File: config.mk
export PLATFORM = sky130hd
export DESIGN_NAME = wb_reg_bank
export DESIGN_NICKNAME = d
export VERILOG_FILES = /design/src/rtl/wb_reg_bank.sv
export SDC_FILE = /design/constraint.sdc
export NUM_CORES = 1
export LEC_CHECK = 0
export BUFFER_PORTS_ARGS = -buffer_cell sky130_fd_sc_hd__clkbuf_2
export CORE_AREA = 2 2 270 272
export CTS_BUF_LIST = sky130_fd_sc_hd__clkbuf_16
export DETAILED_ROUTE_END_ITERATION = 10
export DIE_AREA = 0 0 272 274
export SLEW_MARGIN = 40
export SYNTH_ARGS = -nofsm -noshare
export SYNTH_HDL_FRONTEND = slang
export SYNTH_SLANG_ARGS = --single-unit
File: constraint.sdc
create_clock -name p_clk -period 2.35 [get_ports p_clk]
set_input_delay 0.47 -clock p_clk [delete_from_list [all_inputs] [get_ports p_clk]]
set_output_delay 0.47 -clock p_clk [all_outputs]
set_load 0.005 [all_outputs]
File: src/rtl/wb_reg_bank.sv
// wb_reg_bank
//   Wishbone classic slave holding NREGS 32-bit registers at BASE_ADDR.
//   Every access ends with ACK or ERR one cycle after it is accepted, so
//   back-to-back accesses complete every two cycles. PULSE_MASK registers
//   keep a written value only for the response cycle. RO_MASK registers
//   return status_i on reads and reject writes with ERR.
//
// Ports
//   p_clk, p_resetn            clock (rising edge), async active-low reset
//   p_wb_ADR_I/DAT_I/SEL_I     byte address, write data, byte enables
//   p_wb_CYC_I/STB_I/WE_I      classic cycle controls (LOCK_I ignored)
//   p_wb_DAT_O                 read data, nonzero only with ACK
//   p_wb_ACK_O/ERR_O/RTY_O     termination (RTY always 0)
//   regs_o                     flat register contents, reg k at [32k+31:32k]
//   wr_pulse_o                 per-register write strobe, high in RESP
//   status_i                   read values for RO_MASK registers
//
// FSM states
//   state  | meaning
//   S_IDLE | waiting for CYC & STB; decode, write and read capture on exit
//   S_RESP | ACK or ERR driven for one cycle; request ignored here

module wb_reg_bank #(
  parameter logic [31:0]      BASE_ADDR  = 32'hB000_0000,
  parameter int               NREGS      = 9,
  parameter logic [NREGS-1:0] PULSE_MASK = 9'b010101010,
  parameter logic [NREGS-1:0] RO_MASK    = '0
) (
  input  logic                  p_clk,
  input  logic                  p_resetn,
  input  logic [31:0]           p_wb_DAT_I,
  output logic [31:0]           p_wb_DAT_O,
  input  logic [31:0]           p_wb_ADR_I,
  input  logic [3:0]            p_wb_SEL_I,
  input  logic                  p_wb_CYC_I,
  input  logic                  p_wb_STB_I,
  input  logic                  p_wb_WE_I,
  input  logic                  p_wb_LOCK_I,
  output logic                  p_wb_ACK_O,
  output logic                  p_wb_ERR_O,
  output logic                  p_wb_RTY_O,
  output logic [32*NREGS-1:0]   regs_o,
  output logic [NREGS-1:0]      wr_pulse_o,
  input  logic [32*NREGS-1:0]   status_i
);

  localparam int IDXW = (NREGS > 1) ? $clog2(NREGS) : 1;
  // Range compare is done on 33 bits so a bank ending at 2^32 cannot wrap.
  localparam logic [32:0] LP_END = {1'b0, BASE_ADDR} + 33'(4 * NREGS);

  typedef enum logic {S_IDLE, S_RESP} state_t;

  state_t            r_state;
  state_t            w_state_nxt;
  logic              w_accept;
  logic              w_req;
  logic              w_hit;
  logic              w_aligned;
  logic              w_is_ro;
  logic              w_ok;
  logic              w_wr_en;
  logic [31:0]       w_off;
  logic [IDXW-1:0]   w_idx;
  logic [31:0]       w_rdata;
  logic [NREGS-1:0]  w_pulse_nxt;
  logic              w_unused;

  logic [31:0]       r_regs [NREGS];
  logic [NREGS-1:0]  r_wr_pulse;
  logic [31:0]       r_dat;
  logic              r_ack;
  logic              r_err;

  assign w_req     = p_wb_CYC_I & p_wb_STB_I;
  assign w_hit     = (p_wb_ADR_I >= BASE_ADDR) && ({1'b0, p_wb_ADR_I} < LP_END);
  assign w_aligned = (p_wb_ADR_I[1:0] == 2'b00);
  assign w_off     = p_wb_ADR_I - BASE_ADDR;
  assign w_idx     = w_off[IDXW+1:2];
  assign w_ok      = w_hit & w_aligned & ~(p_wb_WE_I & w_is_ro);
  assign w_wr_en   = w_accept & p_wb_WE_I & w_ok;

  assign w_unused  = ^{p_wb_LOCK_I, status_i, w_off};

  always_ff @(posedge p_clk or negedge p_resetn) begin
    if (!p_resetn) begin
      r_state <= S_IDLE;
    end else begin
      r_state <= w_state_nxt;
    end
  end

  always_comb begin
    w_state_nxt = r_state;
    w_accept    = 1'b0;
    case (r_state)
      S_IDLE: begin
        if (w_req) begin
          w_state_nxt = S_RESP;
          w_accept    = 1'b1;
        end
      end
      S_RESP:  w_state_nxt = S_IDLE;
      default: w_state_nxt = S_IDLE;
    endcase
  end

  // Index decode by comparison keeps every select in range even on a miss.
  always_comb begin
    w_is_ro     = 1'b0;
    w_rdata     = '0;
    w_pulse_nxt = '0;
    for (int k = 0; k < NREGS; k++) begin
      if (w_idx == IDXW'(k)) begin
        w_is_ro        = RO_MASK[k];
        w_rdata        = RO_MASK[k] ? status_i[32*k +: 32] : r_regs[k];
        w_pulse_nxt[k] = w_wr_en & (p_wb_SEL_I != 4'b0000);
      end
    end
  end

  // Self-clearing registers are zeroed on every edge they are not written,
  // so a written value survives exactly the RESP cycle.
  always_ff @(posedge p_clk or negedge p_resetn) begin
    if (!p_resetn) begin
      for (int k = 0; k < NREGS; k++) begin
        r_regs[k] <= '0;
      end
    end else begin
      for (int k = 0; k < NREGS; k++) begin
        if (w_wr_en && (w_idx == IDXW'(k))) begin
          for (int n = 0; n < 4; n++) begin
            if (p_wb_SEL_I[n]) begin
              r_regs[k][8*n +: 8] <= p_wb_DAT_I[8*n +: 8];
            end
          end
        end else if (PULSE_MASK[k]) begin
          r_regs[k] <= '0;
        end
      end
    end
  end

  always_ff @(posedge p_clk or negedge p_resetn) begin
    if (!p_resetn) begin
      r_ack      <= 1'b0;
      r_err      <= 1'b0;
      r_dat      <= '0;
      r_wr_pulse <= '0;
    end else begin
      r_ack      <= w_accept & w_ok;
      r_err      <= w_accept & ~w_ok;
      r_dat      <= (w_accept && w_ok && !p_wb_WE_I) ? w_rdata : 32'h0;
      r_wr_pulse <= w_pulse_nxt;
    end
  end

  for (genvar g = 0; g < NREGS; g++) begin : g_regs_out
    assign regs_o[32*g +: 32] = r_regs[g];
  end

  assign p_wb_DAT_O = r_dat;
  assign p_wb_ACK_O = r_ack;
  assign p_wb_ERR_O = r_err;
  assign p_wb_RTY_O = 1'b0;
  assign wr_pulse_o = r_wr_pulse;

endmodule

# Word-level counts from Yosys, hierarchy flattened
# Cells that the tools add are included.
[totals]
register_bits = 332
inputBits = 362
output_inout_bits = 332
elab_cells = 143
[op_classes]
n_addsub = 1
n_lt_le_gt_ge = 2
eq_ne = 24
mux = 30
bitwise_logic = 9
n_reduce_logical = 36
[op_table]
columns = ["operator", "count"]
rows = [
  ["32-bit two-way mux", 14],
  ["2-bit AND reduction", 20],
  ["32-bit >= comparator (second input constant)", 1],
  ["32-bit less-than comparator (second input constant)", 1],
  ["8-bit two-way mux", 4],
  ["2-bit != test (second input constant)", 16],
  ["4-bit by 3-bit equality test with 1-bit output (second input constant)", 4],
  ["1-bit logical AND", 12],
  ["1-bit two-way mux", 11],
  ["4-bit by 2-bit equality test with 1-bit output (second input constant)", 2],
  ["1-bit AND", 7],
  ["6-bit by 1-bit subtractor with 6-bit output (second input constant)", 1],
  ["4-bit by 1-bit equality test with 1-bit output (second input constant)", 1],
  ["4-bit equality test (second input constant)", 1],
  ["4-bit zero test", 1],
  ["4-bit nonzero test", 1],
  ["2-bit zero test", 1],
  ["1-bit inverter", 2],
  ["1-bit one-hot mux with 2 select lines", 1],
  ["1-bit zero test", 1],
]

# Depth between registers and ports, before layout
[logic_depth]
word_depth = 12
mapped_depth = 8
mapped_depth_nobuf = 4

# Worst setup path after synthesis
# Ideal clock, no wire load.
[synth_timing]
path_type = "input port to flip-flop"
startpoint = "in p_wb_ADR_I[4]"
endpoint = "reg r_regs, in the netlist regs_o[15]"
setup_ps = 128
arrival_time_ps = 1941
required_time_ps = 2222
setup_slack_ps = 281
stages = 6
path_buffers = 2
cell_sequence = "buf_2 -> or2_1 -> buf_2 -> nor4_4 -> nand4_4 -> mux2_1"
[synth_via]
elab_chain_len = 6
elab_cells_between_ends = 9
cone_classes = "add/sub: 1; order compare: 2; bitwise: 2; reduce/logical: 4"
[synth_rtl]
columns = ["item", "line", "text"]
rows = [
  ["start: declaration", "33", "input logic [31:0] p_wb_ADR_I,"],
  ["32-bit >= comparator / 32-bit less-than comparator (equally long branches)", "75", "assign w_hit = (p_wb_ADR_I >= BASE_ADDR) && ({1'b0, p_wb_ADR_I} < LP_END);"],
  ["1-bit logical AND", "75", ""],
  ["1-bit AND", "79", "assign w_ok = w_hit & w_aligned & ~(p_wb_WE_I & w_is_ro);"],
  ["1-bit AND", "80", "assign w_wr_en = w_accept & p_wb_WE_I & w_ok;"],
  ["1-bit logical AND (*)", "130", "if (w_wr_en && (w_idx == IDXW'(k))) begin"],
  ["2-bit AND reduction (no line) (*)", "n/a", ""],
  ["end signal: indexed assignment", "133", "r_regs[k][8*n +: 8] <= p_wb_DAT_I[8*n +: 8];"],
  ["end: declaration", "68", "logic [31:0] r_regs [NREGS];"],
]
# Mark *: on every way between the ends. The rest lies on a longest branch, timed or not.
# A chain may end at the register's enable or synchronous reset.

# Worst setup path in the final report
[layout_timing]
startpoint = "reg r_state"
endpoint = "reg r_regs, in the netlist regs_o[8]"
[layout_via]
elab_chain_len = 5
[layout_rtl]
columns = ["item", "line", "text"]
rows = [
  ["start: declaration", "53", "state_t r_state;"],
  ["start signal: assignment", "88", "r_state <= w_state_nxt;"],
  ["1-bit two-way mux", "95", "case (r_state)"],
  ["1-bit AND (2 in series)", "80", ""],
  ["1-bit logical AND", "130", ""],
  ["2-bit AND reduction (no line)", "n/a", ""],
]
# No other way between the ends.

==> impl_metrics.toml <==
[drt]
drc = 0
wl_per_cell_um = 25.1
firstDrtPassIters = 5
final_antenna_net_count = 0
via_count = 12900
totalWireLength_um = 68400
drtIter0Drc = 1074
vias_per_cell = 4.74

[worst_hold_path]
hold_path.class = "input pin to register"

[global_route]
grt_max_degree = 63
grt_pass1_vias = 13400
track_usage_pct = 17.9
grt-ovfl-total = 0
antenna_found_initial = 0
grt_pass1_wl_um = 97000

[floorplanning]
die_h_um = 274
dieArea_um2 = 74500
num_rows = 99
die_w_um = 272
start_util_pct = 21.9
io_pins = 694
core_um2 = 72000

[placed_design]
post_dp_cell_area_um2 = 20000
gp_congestion = 0.889
dp_hpwl_um = 48700
dp_cells = 2656
port_buffers = 403

[worst_setup_path]
worstSetupPathType = "register to register"
cp_slowest_stage_delay_ps = 370
critPathMaxFanout = 7
end_kind = "register"
crit_chain = "nand4b_4 -> nor4_4 -> buf_4 -> nand4_4 -> buf_4 -> mux2_2"
arrival_ps = 2380
crit_slowest_cell = "dfrtp_1"
crit_top_cell = "buf_4"
r2r_slack_ps = 410
crit_required_ps = 2790
cp-start-kind = "register"

[cells_and_area]
antenna_cells = 0
drive_gt1_share_pct = 44.8
nFillCells = 7379
instances_no_fill = 2729
fin_nets = 2102
final_cell_mix = "clkbuf_2, dfrtp_1, mux2i_1"
final_area_um2 = 21300
mostFrequentLayoutCell = "clkbuf_2"
area_delta_synth_final_pct = 34.9

[timing]
fin_crit_ps = 1940
relSlewSlack_pct = 48.5
fin_worst_skew_ps = 17.1
hold_viol = 0
post-route-period-util_pct = 82.4
max_clock_freq_mhz = 517
rsz0062_at_grt = "no"
finalSetupViolations = 0
final_max_slew_viol_count = 0
worst_pin_slew_ps = 769
holdWs_ps = 237

[synthesis]
synthCells = 1303
synthArstFlopShare_pct = 100
syn-cell-area_um2 = 15800
synthAdderAreaFrac_pct = 0
synth-edff-count = 0
synth.area.mux_share_pct = 25.1
synth_warnings = 0
synth-compound-area-share_pct = 5.79
ys_seq_elements = 332
synthSimpleGateAreaFrac_pct = 12.9
ys_types = 59
synth_seq_area_share_pct = 52.6
syn_nets = 1665
synth_ff_type = "dfrtp_1"
synth-xor-area-share_pct = 0
syn_avg_cell_area_um2 = 12.1
synth_top_family_by_area = "multiplexers"

[cts]
clkTransAtPathRegs_ps = 60
cts_root_buffer = "clkbuf_16"
clock_path_buffers = 3
htree_levels = 2
numCtsBuffers = 40
cts_tree = "yes"
clk_latency_ps = 560
cts.sinks = 332

[pwr]
p_per_area_nw_per_um2 = 600
ir_drop_uv = 363
p_leak_nw = 10.8

[job]
drv_cap = 0

[status]
status = "finished, final reports clean"
==> logic make-up after synthesis <==
| kind of cell | Yosys count |
|---|---|
| other cells | 1 |
| compound gates | 135 |
| flops | 332 |
| buf+inv | 137 |
| simple gates | 324 |
| mux | 374 |
==> per-stage QoR <==
stage / TNS [ps] / utilization (%) / total power, W / worst slack, ps
3_5_place_dp: -4190 / 27.8 / 0.00683 / -116
6_report: 0 / 29.6 / 0.0128 / 415
2_1_floorplan: 0 / - / 0.00629 / 281
5_1_grt: 0 / 29.6 / 0.0133 / 337
3_3_place_gp: -3880 / 27.8 / 0.00682 / -108
4_1_cts: 0 / 29.6 / 0.0130 / 383
==> report_power, final <==
part	total (W)	switching [W]	internal [W]	leakage [nW]
Combinational	0.000995	0.000647	0.000348	5.56
Clock	0.00606	0.00259	0.00347	0.649
Sequential	0.00572	0.000000728	0.00572	4.64
Total	0.0128	0.00324	0.00954	10.8
==> flip-flops by register name, summed over array words and instances, names as in the netlist <==
name / cells
p_wb_ACK_O: 1
r_state: 1
regs_o: 288
p_wb_DAT_O: 32
p_wb_ERR_O: 1
wr_pulse_o: 9
==> final timing paths <==
check                                         from                      end  cells past startpoint
setup / recovery                 r_state$_DFF_PN0_    regs_o[8]$_DFFE_PN0P_                      6
hold / removal                          p_wb_CYC_I     p_wb_ACK_O$_DFF_PN0_                      3
setup reg to reg                 r_state$_DFF_PN0_    regs_o[8]$_DFFE_PN0P_                      6
hold reg to reg            regs_o[284]$_DFFE_PN0P_  regs_o[284]$_DFFE_PN0P_                      1
max in group asynchronous                 p_resetn  p_wb_DAT_O[0]$_DFF_PN0_                      3
min in group asynchronous                 p_resetn    regs_o[4]$_DFFE_PN0P_                      2
==> synth_stat cells, drive strengths merged, types with 2 or more instances <==
cell type	count	area share (%)
inv	2	0.048
and4	2	0.11
o22ai	43	1.7
a22oi	5	0.24
o2bb2ai	2	0.11
nand4	23	2.4
nand3	2	0.063
a21oi	28	0.89
a41oi	2	0.11
mux2i	205	13
a2bb2oi	3	0.17
nor2b	3	0.12
or2	5	0.20
clkbuf	64	1.5
nor2	52	1.3
nor4b	4	0.22
nor4	10	0.49
nand4b	5	0.37
a2111o	3	0.21
nor3	153	5.0
a22o	3	0.17
or3b	4	0.24
mux2	169	12
nor3b	3	0.14
buf	71	2.1
o31ai	6	0.29
nand2b	9	0.36
or4bb	2	0.14
a211oi	29	1.4
nand2	24	0.59
o21bai	7	0.33
nand3b	16	0.76
o21ai	2	0.063
dfrtp	332	53
==> per-layer routing <==
layer / track usage (%) / part of all wire, %
met3: 4.11 / 6.8
met4: 5.39 / 2.8
met2: 28.7 / 47
met1: 23.8 / 44
met5: 0 / 0
==> worst max-delay path, delay by kind of cell, from the launching register on <==
kind                   cells  cell delay (ps)
buffers and inverters      2              400
DFF                        1              370
muxes                      1              270
and+or+nand+nor            3              760
==> timing repair <==
action / 4_1_cts / 5_1_grt
hold buffers: 1 / 0
gates resized for setup: 0 / 0
buffers inserted: 0 / 0
hold endpoints to repair: 49 / 0
==> layout make-up <==
cell class	count	area [um^2]	area share, %
Multi-Input combinational cell	834	6930	32.6
Tap cell	959	1200	5.63
Clock inverter	32	268	1.26
Inverter	2	7.51	0.0353
Timing Repair Buffer	530	3580	16.8
Clock buffer	40	1000	4.70
Sequential cell	332	8310	39.0
Note: power is estimated with default switching activity, not from simulation.
